### config.mk
export PLATFORM = sky130hd
export DESIGN_NAME = dmem_arbiter
export DESIGN_NICKNAME = d
export VERILOG_FILES = /design/src/rtl/dmem_arbiter.sv
export SDC_FILE = /design/constraint.sdc
export NUM_CORES = 1
export LEC_CHECK = 0
export ABC_AREA = 1
export CAP_MARGIN = 20
export CORE_AREA = 2 2 116 118
export DETAILED_ROUTE_END_ITERATION = 7
export DIE_AREA = 0 0 118 120
export SYNTH_ARGS = -nofsm -noshare
export SYNTH_HDL_FRONTEND = slang
export SYNTH_SLANG_ARGS = --single-unit
### constraint.sdc
create_clock -name clk -period 3.69 [get_ports clk]
set_input_delay 0.9225 -clock clk [delete_from_list [all_inputs] [get_ports clk]]
set_output_delay 0.9225 -clock clk [all_outputs]
set_load 0.01 [all_outputs]
### src/rtl/dmem_arbiter.sv
`default_nettype none
// ============================================================================
// Module   : dmem_arbiter
// Purpose  : Shares the single-port data memory between the pipeline MEM
//            stage (port A, priority) and a loader/debug requester (port B).
//            A bounded wait counter forces a B slot after MAX_WAIT refusals,
//            stalling A for that one cycle.
// Ports    : clk, rst            - clock, synchronous active-high reset
//            a_req/a_we/a_addr/a_wdata -> a_rdata (comb), a_stall
//            b_req/b_we/b_addr/b_wdata -> b_ack (pulse), b_rdata, b_err
//            mem_address/mem_writedata/mem_memread/mem_memwrite -> memory
//            mem_readdata       <- memory (combinational read)
// Revision : 1.0 - initial release
// ============================================================================
module dmem_arbiter #(
    parameter int DATA_W   = 32,
    parameter int DEPTH    = 2048,
    parameter int MAX_WAIT = 4,
    parameter int CNT_W    = 3
) (
    input  logic              clk,
    input  logic              rst,
    input  logic              a_req,
    input  logic              a_we,
    input  logic [31:0]       a_addr,
    input  logic [DATA_W-1:0] a_wdata,
    output logic [DATA_W-1:0] a_rdata,
    output logic              a_stall,
    input  logic              b_req,
    input  logic              b_we,
    input  logic [31:0]       b_addr,
    input  logic [DATA_W-1:0] b_wdata,
    output logic              b_ack,
    output logic [DATA_W-1:0] b_rdata,
    output logic              b_err,
    output logic [31:0]       mem_address,
    output logic [DATA_W-1:0] mem_writedata,
    output logic              mem_memread,
    output logic              mem_memwrite,
    input  logic [DATA_W-1:0] mem_readdata
);

    localparam logic [0:0]       c_b_idle   = 1'b0;
    localparam logic [0:0]       c_b_ack    = 1'b1;
    localparam logic [CNT_W-1:0] c_max_wait = CNT_W'(MAX_WAIT);
    localparam logic [31:0]      c_depth    = 32'(DEPTH);

    logic [0:0]        r_bstate;
    logic [0:0]        w_bstate_nxt;
    logic [CNT_W-1:0]  r_wait_cnt;
    logic [CNT_W-1:0]  w_wait_nxt;
    logic [DATA_W-1:0] r_b_rdata;
    logic              r_b_err;

    logic w_b_elig;
    logic w_b_in_range;
    logic w_gnt_a;
    logic w_gnt_b;

    // Word index is the byte address shifted right by two.
    assign w_b_in_range = ({2'b00, b_addr[31:2]} < c_depth);

    // A new B request is only accepted from idle; holding b_req through the
    // ack cycle does not count as a second request.
    assign w_b_elig = b_req & (r_bstate == c_b_idle) & ~rst;
    assign w_gnt_b  = w_b_elig & (~a_req | (r_wait_cnt == c_max_wait));
    assign w_gnt_a  = a_req & ~w_gnt_b & ~rst;

    assign a_rdata = mem_readdata;
    assign a_stall = a_req & ~w_gnt_a;
    assign b_ack   = (r_bstate == c_b_ack);
    assign b_rdata = r_b_rdata;
    assign b_err   = r_b_err;

    // Memory drive; an out-of-range B access still gets its slot but issues
    // neither read nor write.
    always_comb begin
        mem_address   = '0;
        mem_writedata = '0;
        mem_memread   = 1'b0;
        mem_memwrite  = 1'b0;
        if (w_gnt_a) begin
            mem_address   = a_addr;
            mem_writedata = a_wdata;
            mem_memwrite  = a_we;
            mem_memread   = ~a_we;
        end else if (w_gnt_b) begin
            mem_address   = b_addr;
            mem_writedata = b_wdata;
            if (w_b_in_range) begin
                mem_memwrite = b_we;
                mem_memread  = ~b_we;
            end
        end
    end

    // Next-state for the B handshake and the starvation counter.
    always_comb begin
        w_bstate_nxt = r_bstate;
        w_wait_nxt   = r_wait_cnt;
        if (w_gnt_b) begin
            w_bstate_nxt = c_b_ack;
        end else if (r_bstate == c_b_ack) begin
            w_bstate_nxt = c_b_idle;
        end
        if (w_gnt_b || !b_req || (r_bstate == c_b_ack)) begin
            w_wait_nxt = '0;
        end else if (w_b_elig && (r_wait_cnt != c_max_wait)) begin
            w_wait_nxt = r_wait_cnt + CNT_W'(1);
        end
    end

    always_ff @(posedge clk) begin
        if (rst) begin
            r_bstate   <= c_b_idle;
            r_wait_cnt <= '0;
        end else begin
            r_bstate   <= w_bstate_nxt;
            r_wait_cnt <= w_wait_nxt;
        end
    end

    // B result registers hold until the next B completion.
    always_ff @(posedge clk) begin
        if (rst) begin
            r_b_rdata <= '0;
            r_b_err   <= 1'b0;
        end else if (w_gnt_b) begin
            r_b_rdata <= (!b_we && w_b_in_range) ? mem_readdata : '0;
            r_b_err   <= ~w_b_in_range;
        end
    end

endmodule
`default_nettype wire

After elaboration in Yosys (flattened, before gate mapping). Cells that the tools add are included.

Flip-flop bits (word level): 37. Latch bits: 0. Bits in writable memories: 0. ROM bits: 0. Bits of input ports: 166. Output and inout bits: 133. Word-level logic and storage cells: 42. Memories: 0.

Add/sub/neg operators: 1. Multipliers: 0. Divide/modulo/power cells: 0. $lt $le $gt $ge: 1. Eq/ne operators: 2. Shift operators: 0. Multiplexer cells: 12. Bitwise operators: 15. Reduce and logical (&&, ||, !) cells: 7.

Operators with widths (count): 32-bit two-way mux (5); 30-bit by 12-bit less-than comparator with 1-bit output, second input constant (1); 1-bit NOT (8); 1-bit two-way mux (7); 1-bit bitwise AND (6); 3-bit by 1-bit adder with 3-bit output, second input constant (1); 3-bit == test, second input constant (1); 3-bit inequality test, second input constant (1); 1-bit logical AND (2); 1-bit logical NOT (2); 1-bit logical OR (2); 2-bit OR reduction (1); 1-bit OR (1).

Logic depth before layout (Yosys ltp). Gate-level depths: netlist of the first run.

Depth after elaboration: 9. Gate-level depth with buffers: 11. Depth with buffers taken out: 9.

Least setup slack after synthesis of the first run. No wires, ideal clock.

Path kind: input to output. Start: input rst. End: output mem_address[13]. Arrival time: 1918 ps. Path slack: 849 ps. Stages on the path: 6. Cell sequence: buf_2 > nor2_4 > nand3_4 > buf_4 > buf_2 > o21ai_0.

Word-level cells in the longest chain between the ends: 7.

RTL lines: start: declaration (line 22) `input logic rst,`; 1-bit NOT * (line 65, 67); 1-bit bitwise AND (line 65) `assign w_b_elig = b_req & (r_bstate == c_b_idle) & ~rst;`; 1-bit bitwise AND (line 66) `assign w_gnt_b = w_b_elig & (~a_req | (r_wait_cnt == c_max_wait));`; 1-bit NOT (line 67) `assign w_gnt_a = a_req & ~w_gnt_b & ~rst;`; 1-bit bitwise AND (2 in a row) (line 67); 32-bit two-way mux * (line 82) `if (w_gnt_a) begin`; end: declaration (line 36) `output logic [31:0] mem_address,`.

Every way passes the cells marked *; elsewhere a longest branch is shown, timed or not.

Worst setup path after layout of the first run.
Start: input a_req. End: output mem_writedata[2].

Word-level cells in the longest chain between the ends: 7.

RTL lines: start: declaration (line 23) `input logic a_req,`; 1-bit NOT (line 66); 1-bit OR (line 66); 1-bit bitwise AND (line 66); 1-bit NOT (line 67); 1-bit bitwise AND (2 in a row) (line 67); 32-bit two-way mux * (line 82); end: declaration (line 37) `output logic [DATA_W-1:0] mem_writedata,`.

Marks and branches as above.

==> metrics.md, run 1 <==
| Metric | Value |
|---|---|
| Initial antenna violation count | 3 |
| Initial Util | 0.1861 |
| Slew @ Worst Pin | 0.3608 ns |
| Crit-path cells | clkdlybuf4s50_1 > nand2_1 > nand3_4 > nand3_2 > inv_4 > buf_12 > a22o_1 > clkdlybuf4s50_1 |
| Crit path kind | input pin to primary output |
| Multi-input logic area | 1210 um^2 |
| GR peak layer | met2 |
| Max incr delay on CP | 0.54 ns |
| # DRC | 0 |
| CP Max Fanout | 29 |
| M2 GR Usage | 0.3100 |
| Synth Register Bits | 37 |
| # H-tree levels | 2 |
| CTS tree | done |
| PwrDens | roughly 230 nW/um^2 |
| Layout Skew | roughly 0.0017 ns |
| CP startpoint kind | input pin |
| CTS Buffer Depth | 2 |
| Area Growth Syn to Fin | 129.9% |
| M3 GR Usage | 0.06702 |
| Height of the die | 120 um |
| Via count | 3389 |
| CP max stage cell | clkdlybuf4s50_1 |
| Critical path origin | a_req |
| Row count | between 40 and 50 |
| Fin cells | 746 |
| Final Power | 0.001283 W |
| Worst r2r src | r_wait_cnt[0] |
| Met1 Usage GRT | 0.2313 |
| Overall Global Routing Usage | 0.1876 |
| Req. time, crit path | 2.77 ns |
| DR vias/cell | 4.543 |
| Final ANT Viol Nets | 0 |
| Port Buffer Count | 298 |
| Leak pwr | 2.438 nW |
| Die area | 14160 um^2 |
| Core area | 12980 um^2 |
| Clk sinks | 37 |
| Post-DP HPWL | 11350 um |
| Area leader, netlist | dfxtp_1 |
| Post-Route WL | 14040 um |
| Netlist cell types | 20 |
| Top cells by area, synth | dfxtp_1 (31%), a22o_1 (21%), buf_4 (12%) |
| Ys Warns | 0 |
| Vias in the first global route | 3460 |
| Hold path start | b_rdata[19] |
| Cells after Synth | just over 300 |
| Tmin final | approximately 3.6 ns |
| Slew HR | 0.7594 |
| Remaining Overflow, GRT | 0 |
| Fmax | 277.6 MHz |
| Number of CTS-inserted buffers | 5 |
| # IOs | 299 |
| Hold_buf cts | 0 |
| CTS root buffer | clkbuf_16 |
| 1st-iter DRT viols | 197 |
| Final Hold Fails | 0 |
| DP Cell Count | 738 |
| Largest net degree at the start of global routing | 44 |
| Outcome | complete, no violations |
| Setup violators final | 0 |
| Max Cap Viol | 0 |
| Share of cells above drive strength 1 | 0.04745 |
| WL/cell | 18.83 um |
| Critical Path AT | ~2.7 ns |
| Post-synthesis sequential area ratio | 0.3066 |
| Fin Hold WS | 0.4632 ns |
| Worst IR Drop VDD | between 0.2 and 0.3 mV |
| Crit path capture type | primary output |
| Max-slew violation count | 0 |
| Synthesized Nets | roughly 480 |
| Drt first pass iters | 4 |
| Storage cell area | 740.7 um^2 |
| Syn avg cell area | 7.794 um^2 |
| Worst-path clk slew | 0.05 ns |
| Fin util | 0.4279 |
| Gpl congestion | just under 0.9 |
| Final-layout fill cell count | 1307 |
| Path category of the worst min-delay check | flop to flop |
| Part of the cycle the worst path needs | 0.9762 |
| Die W | 118 um |
| Final nets | about 740 |
| Post-Syn Area | 2416 um^2 |
| First-pass GRT wire length | just over 20000 um |
| Insertion delay to the later sink of the worst-skew pair | 0.28 ns |
| Yosys top cell area share | 0.3066 |
| Final setup TNS | 0 ns |
| Critical path's most frequent cell | clkdlybuf4s50_1 |
path summary, 6_finish.rpt:
check / to / slack, ns / depth (start not counted)
hold reg to reg: b_rdata[19] / 0.46 / 2
setup / recovery: mem_writedata[2] / 0.09 / 8
setup reg to reg: b_rdata[18] / 1.84 / 10
hold / removal: b_rdata[19] / 0.46 / 2
critical path: cells and delay by family:
kind            cells  cell delay, ns
compound gates      1            0.16
buf+inv             4            1.31
simple gates        3            0.28
state kept, by name (all words and copies together), names as in the netlist:
signal,cells
b_ack,1
b_err,1
r_wait_cnt,3
b_rdata,32
area by class of cell:
class	count	area share
diodes	1	0.0004506
clock buffers	7	0.02568
inverters	12	0.008560
multi-input cells	202	0.2178
flip-flops and latches	37	0.1334
well taps	176	0.03965
repair buffers	311	0.5745
power by group:
group,internal [W],switching (W)
Sequential,0.000402,0.00000152
Combinational,0.000297,0.000167
Clock,0.000265,0.000151
cells in the mapped netlist, drive strengths merged:
cell type,number
nand3,35
o21ai,6
ha,2
nand4,2
a21oi,34
a22o,59
clkbuf,3
xnor2,1
inv,12
buf,56
nand2,47
dfxtp,37
nor2,16
timing repair:
item	in CTS	in global routing
endpoints found under the setup margin	55	58
gates cloned	0	0
buffers inserted	0	0
gates resized for setup	7	32
per-layer routing:
metal | vias up | wire (um)
li1 | 1589 | -
met1 | 1566 | 5837
met2 | 205 | 6612
met3 | 25 | 1275
met4 | 4 | 300
met5 | - | 18
logic make-up (layout without fill, tap and decap cells):
logic type / Yosys count / after routing / share of synthesized area
AOI/OAI and AO/OA: 99 / 99 / 0.2967
xor gates and xnor gates: 1 / 1 / 0.003626
adders and majority gates: 2 / 2 / 0.01036
buffers and inverters: 71 / 330 / 0.1926
DFF: 37 / 37 / 0.3066
other: 0 / 1 / 0
and+or+nand+nor: 100 / 100 / 0.1901
layout by cell type (no fill, tap or decap), drive strengths merged, types with 6 or more instances in the layout:
master,synthesis,final
a21oi,34,34
a22o,59,59
buf,56,14
clkbuf,3,7
clkdlybuf4s50,0,267
dfxtp,37,37
dlymetal6s2s,0,28
inv,12,12
nand2,47,47
nand3,35,35
nor2,16,16
o21ai,6,6
through the flow:
step / setup WS [ns] / instance area, um^2
CTS: 0.004319 / 5465
finish: 0.08780 / 5554
global route: -0.003395 / 5554
floorplan: 0.8494 / 2416
global placement: -0.1476 / 5306
detailed placement: -0.1446 / 5306
Power figures use the tool's default switching activity.
==> run 2: changes to the inputs <==
--- a/config.mk
+++ b/config.mk
@@ -10,6 +10,8 @@
 export CORE_AREA = 2 2 116 118
 export DETAILED_ROUTE_END_ITERATION = 7
 export DIE_AREA = 0 0 118 120
+export SKIP_CTS_REPAIR_TIMING = 1
+export SKIP_LAST_GASP = 1
 export SYNTH_ARGS = -nofsm -noshare
 export SYNTH_HDL_FRONTEND = slang
 export SYNTH_SLANG_ARGS = --single-unit
==> run 2 against run 1 <==
Effect of this change:
- combinational power about the same
- fmax down 0.44%
- final cell count unchanged
- first-iteration DRC count is 2.0% higher
- critical endpoint is now mem_address[8]
- largest cell class unchanged
- highest routed layer unchanged
==> metrics.md, run 2 (synthesis results as in run 1) <==
| Metric | Value |
|---|---|
| Outcome | complete, no violations (unchanged) |
| Row count | 42 (unchanged) |
| Max reg flops | 32 (unchanged) |
| Worst-path clk slew | 0.05 ns (about the same) |
| Largest net degree at the start of global routing | 44 (unchanged) |
| Crit path kind | input pin to primary output (unchanged) |
| CP Max Fanout | 29 (unchanged) |
| Comb power frac | 0.363 (was 0.362) |
| First-pass GRT wire length | 20580 um (was 20590 um) |
| Clock network fraction of total power | 0.323 (was 0.324) |
| Sequential power share | 0.313 (was 0.314) |
| Remaining Overflow, GRT | 0 (unchanged) |
| Unrepaired setup endpoints after global routing | yes |
| Vias in the first global route | 3467 (was 3460) |
| Insertion delay to the later sink of the worst-skew pair | 0.28 ns (about the same) |
| Final Power | 0.001286 W (was 0.001283 W) |
| Path category of the worst min-delay check | flop to flop (unchanged) |
| Die area | 14160 um^2 (unchanged) |
| Number of CTS-inserted buffers | 5 (unchanged) |
| Via count | 3378 (was 3389) |
| Port Buffer Count | 298 (unchanged) |
| Leak pwr | 2.208 nW (was 2.438 nW) |
| PwrDens | 233.0 nW/um^2 (was 231.0 nW/um^2) |
| Pint | 0.0009668 W (was 0.0009636 W) |
| Area Growth Syn to Fin | 128.5% (was 129.9%) |
| Sw Share | 0.2484 (was 0.2490) |
| Max-slew violation count | 0 (unchanged) |
| Worst r2r path cells | 10 (unchanged) |
| Die W | 118 um (unchanged) |
| Most frequent cells in the layout | clkdlybuf4s50_1 (283), a22o_1 (59), nand2_1 (47) (was clkdlybuf4s50_1 (267), a22o_1 (59), nand2_1 (47)) |
| CTS Buffer Depth | 2 (unchanged) |
| CP startpoint kind | input pin (unchanged) |
| Layout Skew | 0.001669 ns (was 0.001653 ns) |
| Initial Util | 0.1861 (unchanged) |
| Crit path capture type | primary output (unchanged) |
| CTS root buffer | clkbuf_16 (unchanged) |
| Fin Hold WS | 0.4644 ns (was 0.4632 ns) |
| Pre-CTS setup slack | -0.1446 ns (unchanged) |
| Slew HR | 0.7585 (was 0.7594) |
| Setup violators final | 0 (unchanged) |
| CTS tree | done (unchanged) |
| Share of cells above drive strength 1 | 0.04745 (unchanged) |
| Most common cell after layout, fill and taps aside | clkdlybuf4s50_1 (unchanged) |
| Final nets | 737 (unchanged) |
| # H-tree levels | 2 (unchanged) |
| Gpl congestion | 0.8876 (unchanged) |
| Post-Route WL | 14030 um (was 14040 um) |
| DR vias/cell | 4.528 (was 4.543) |
| Core area | 12980 um^2 (unchanged) |
| Max Cap Viol | 0 (unchanged) |
| Final ANT Viol Nets | 0 (unchanged) |
| Critical Path AT | 2.70 ns (was 2.68 ns) |
| Fmax | 276.4 MHz (was 277.6 MHz) |
| Clk sinks | 37 (unchanged) |
| # IOs | 299 (unchanged) |
| Final Hold Fails | 0 (unchanged) |
| Net Switching | 0.0003194 W (was 0.0003195 W) |
| Worst IR Drop VDD | 0.2855 mV (about the same) |
| Tmin final | 3.618 ns (was 3.602 ns) |
| Overall Global Routing Usage | 0.1874 (was 0.1876) |
| Part of the cycle the worst path needs | 0.9806 (was 0.9762) |
| Post-DP HPWL | 11350 um (unchanged) |
| Hold depth | 2 (unchanged) |
| WL/cell | 18.81 um (was 18.83 um) |
| # DRC | 0 (unchanged) |
| Initial antenna violation count | 3 (unchanged) |
| 1st-iter DRT viols | 201 (was 197) |
| Drt first pass iters | 5 (was 4) |
| Height of the die | 120 um (unchanged) |
| Worst setup margin | 0.07172 ns (was 0.08780 ns) |
| Slew @ Worst Pin | 0.3622 ns (was 0.3608 ns) |
| Req. time, crit path | 2.77 ns (about the same) |
## run 2: changes by cell type in the layout (fill, tap and decap cells not counted)
cell,previous run,this run
clkdlybuf4s50_1,267,283
dlygate4sd2_1,2,0
dlymetal6s2s_1,28,14
## run 2: cell type report
| cell class | instances | area, um^2 |
|---|---|---|
| fillers | 1306 | 7458 |
| repair buffers | 311 | 3158 |
| multi-input cells | 202 | 1210 |
| flip-flops and latches | 37 | 740.7 |
| well taps | 176 | 220.2 |
| clock buffers | 7 | 142.6 |
| inverters | 12 | 47.55 |
| diodes | 1 | 2.502 |
## run 2: critical path, cell delays in order
cell and delay [ns]:
clkdlybuf4s50_1 0.48, nand2_1 0.09, nand3_4 0.09, nand3_2 0.10, inv_4 0.11, buf_12 0.18, a22o_1 0.16, clkdlybuf4s50_1 0.55
## run 2: through the flow
stage / TNS [ns] / utilization / instances / area (um^2)
6_report: 0 / 0.4254 / 746 / 5522
5_1_grt: -0.1897 / 0.4254 / 746 / 5522
4_1_cts: -4.560 / 0.4198 / 745 / 5449
3_5_place_dp: -4.489 / 0.4088 / 738 / 5306
3_3_place_gp: -2.325 / 0.4088 / 738 / 5306
2_1_floorplan: 0 / - / 310 / 2416
## run 2: metal layers
metal,up-vias,global-route usage,routed length [um],part of all wire
met2,191,0.3081,6579,0.47
met3,30,0.06749,1231,0.088
met4,4,0.05120,347,0.025
met5,-,0,18,0.0013
li1,1586,-,-,-
met1,1567,0.2313,5856,0.42
## run 2: path summary, 6_finish.rpt
check                        end     startpoint  slack (ns)
setup / recovery  mem_address[8]          a_req        0.07
hold / removal       b_rdata[21]    b_rdata[21]        0.46
setup reg to reg     b_rdata[18]  r_wait_cnt[0]        1.84
hold reg to reg      b_rdata[21]    b_rdata[21]        0.46
## run 2: power groups by stage
stage / logic (W) / registers, W / clock network (W)
after global placement: 0.000465 / 0.000412 / 0
final: 0.000467 / 0.000403 / 0.000416
after floorplan: 0.000148 / 0.000412 / 0
after detailed placement: 0.000464 / 0.000412 / 0
after global routing: 0.000492 / 0.000403 / 0.000451
after CTS: 0.000468 / 0.000403 / 0.000438
==> run 3: changes to the inputs <==
--- a/config.mk
+++ b/config.mk
@@ -6,7 +6,6 @@
 export NUM_CORES = 1
 export LEC_CHECK = 0
 export ABC_AREA = 1
-export CAP_MARGIN = 20
 export CORE_AREA = 2 2 116 118
 export DETAILED_ROUTE_END_ITERATION = 7
 export DIE_AREA = 0 0 118 120
==> results of run 3 <==
No change in the layout: final DEF, timing and power equal those of run 2.
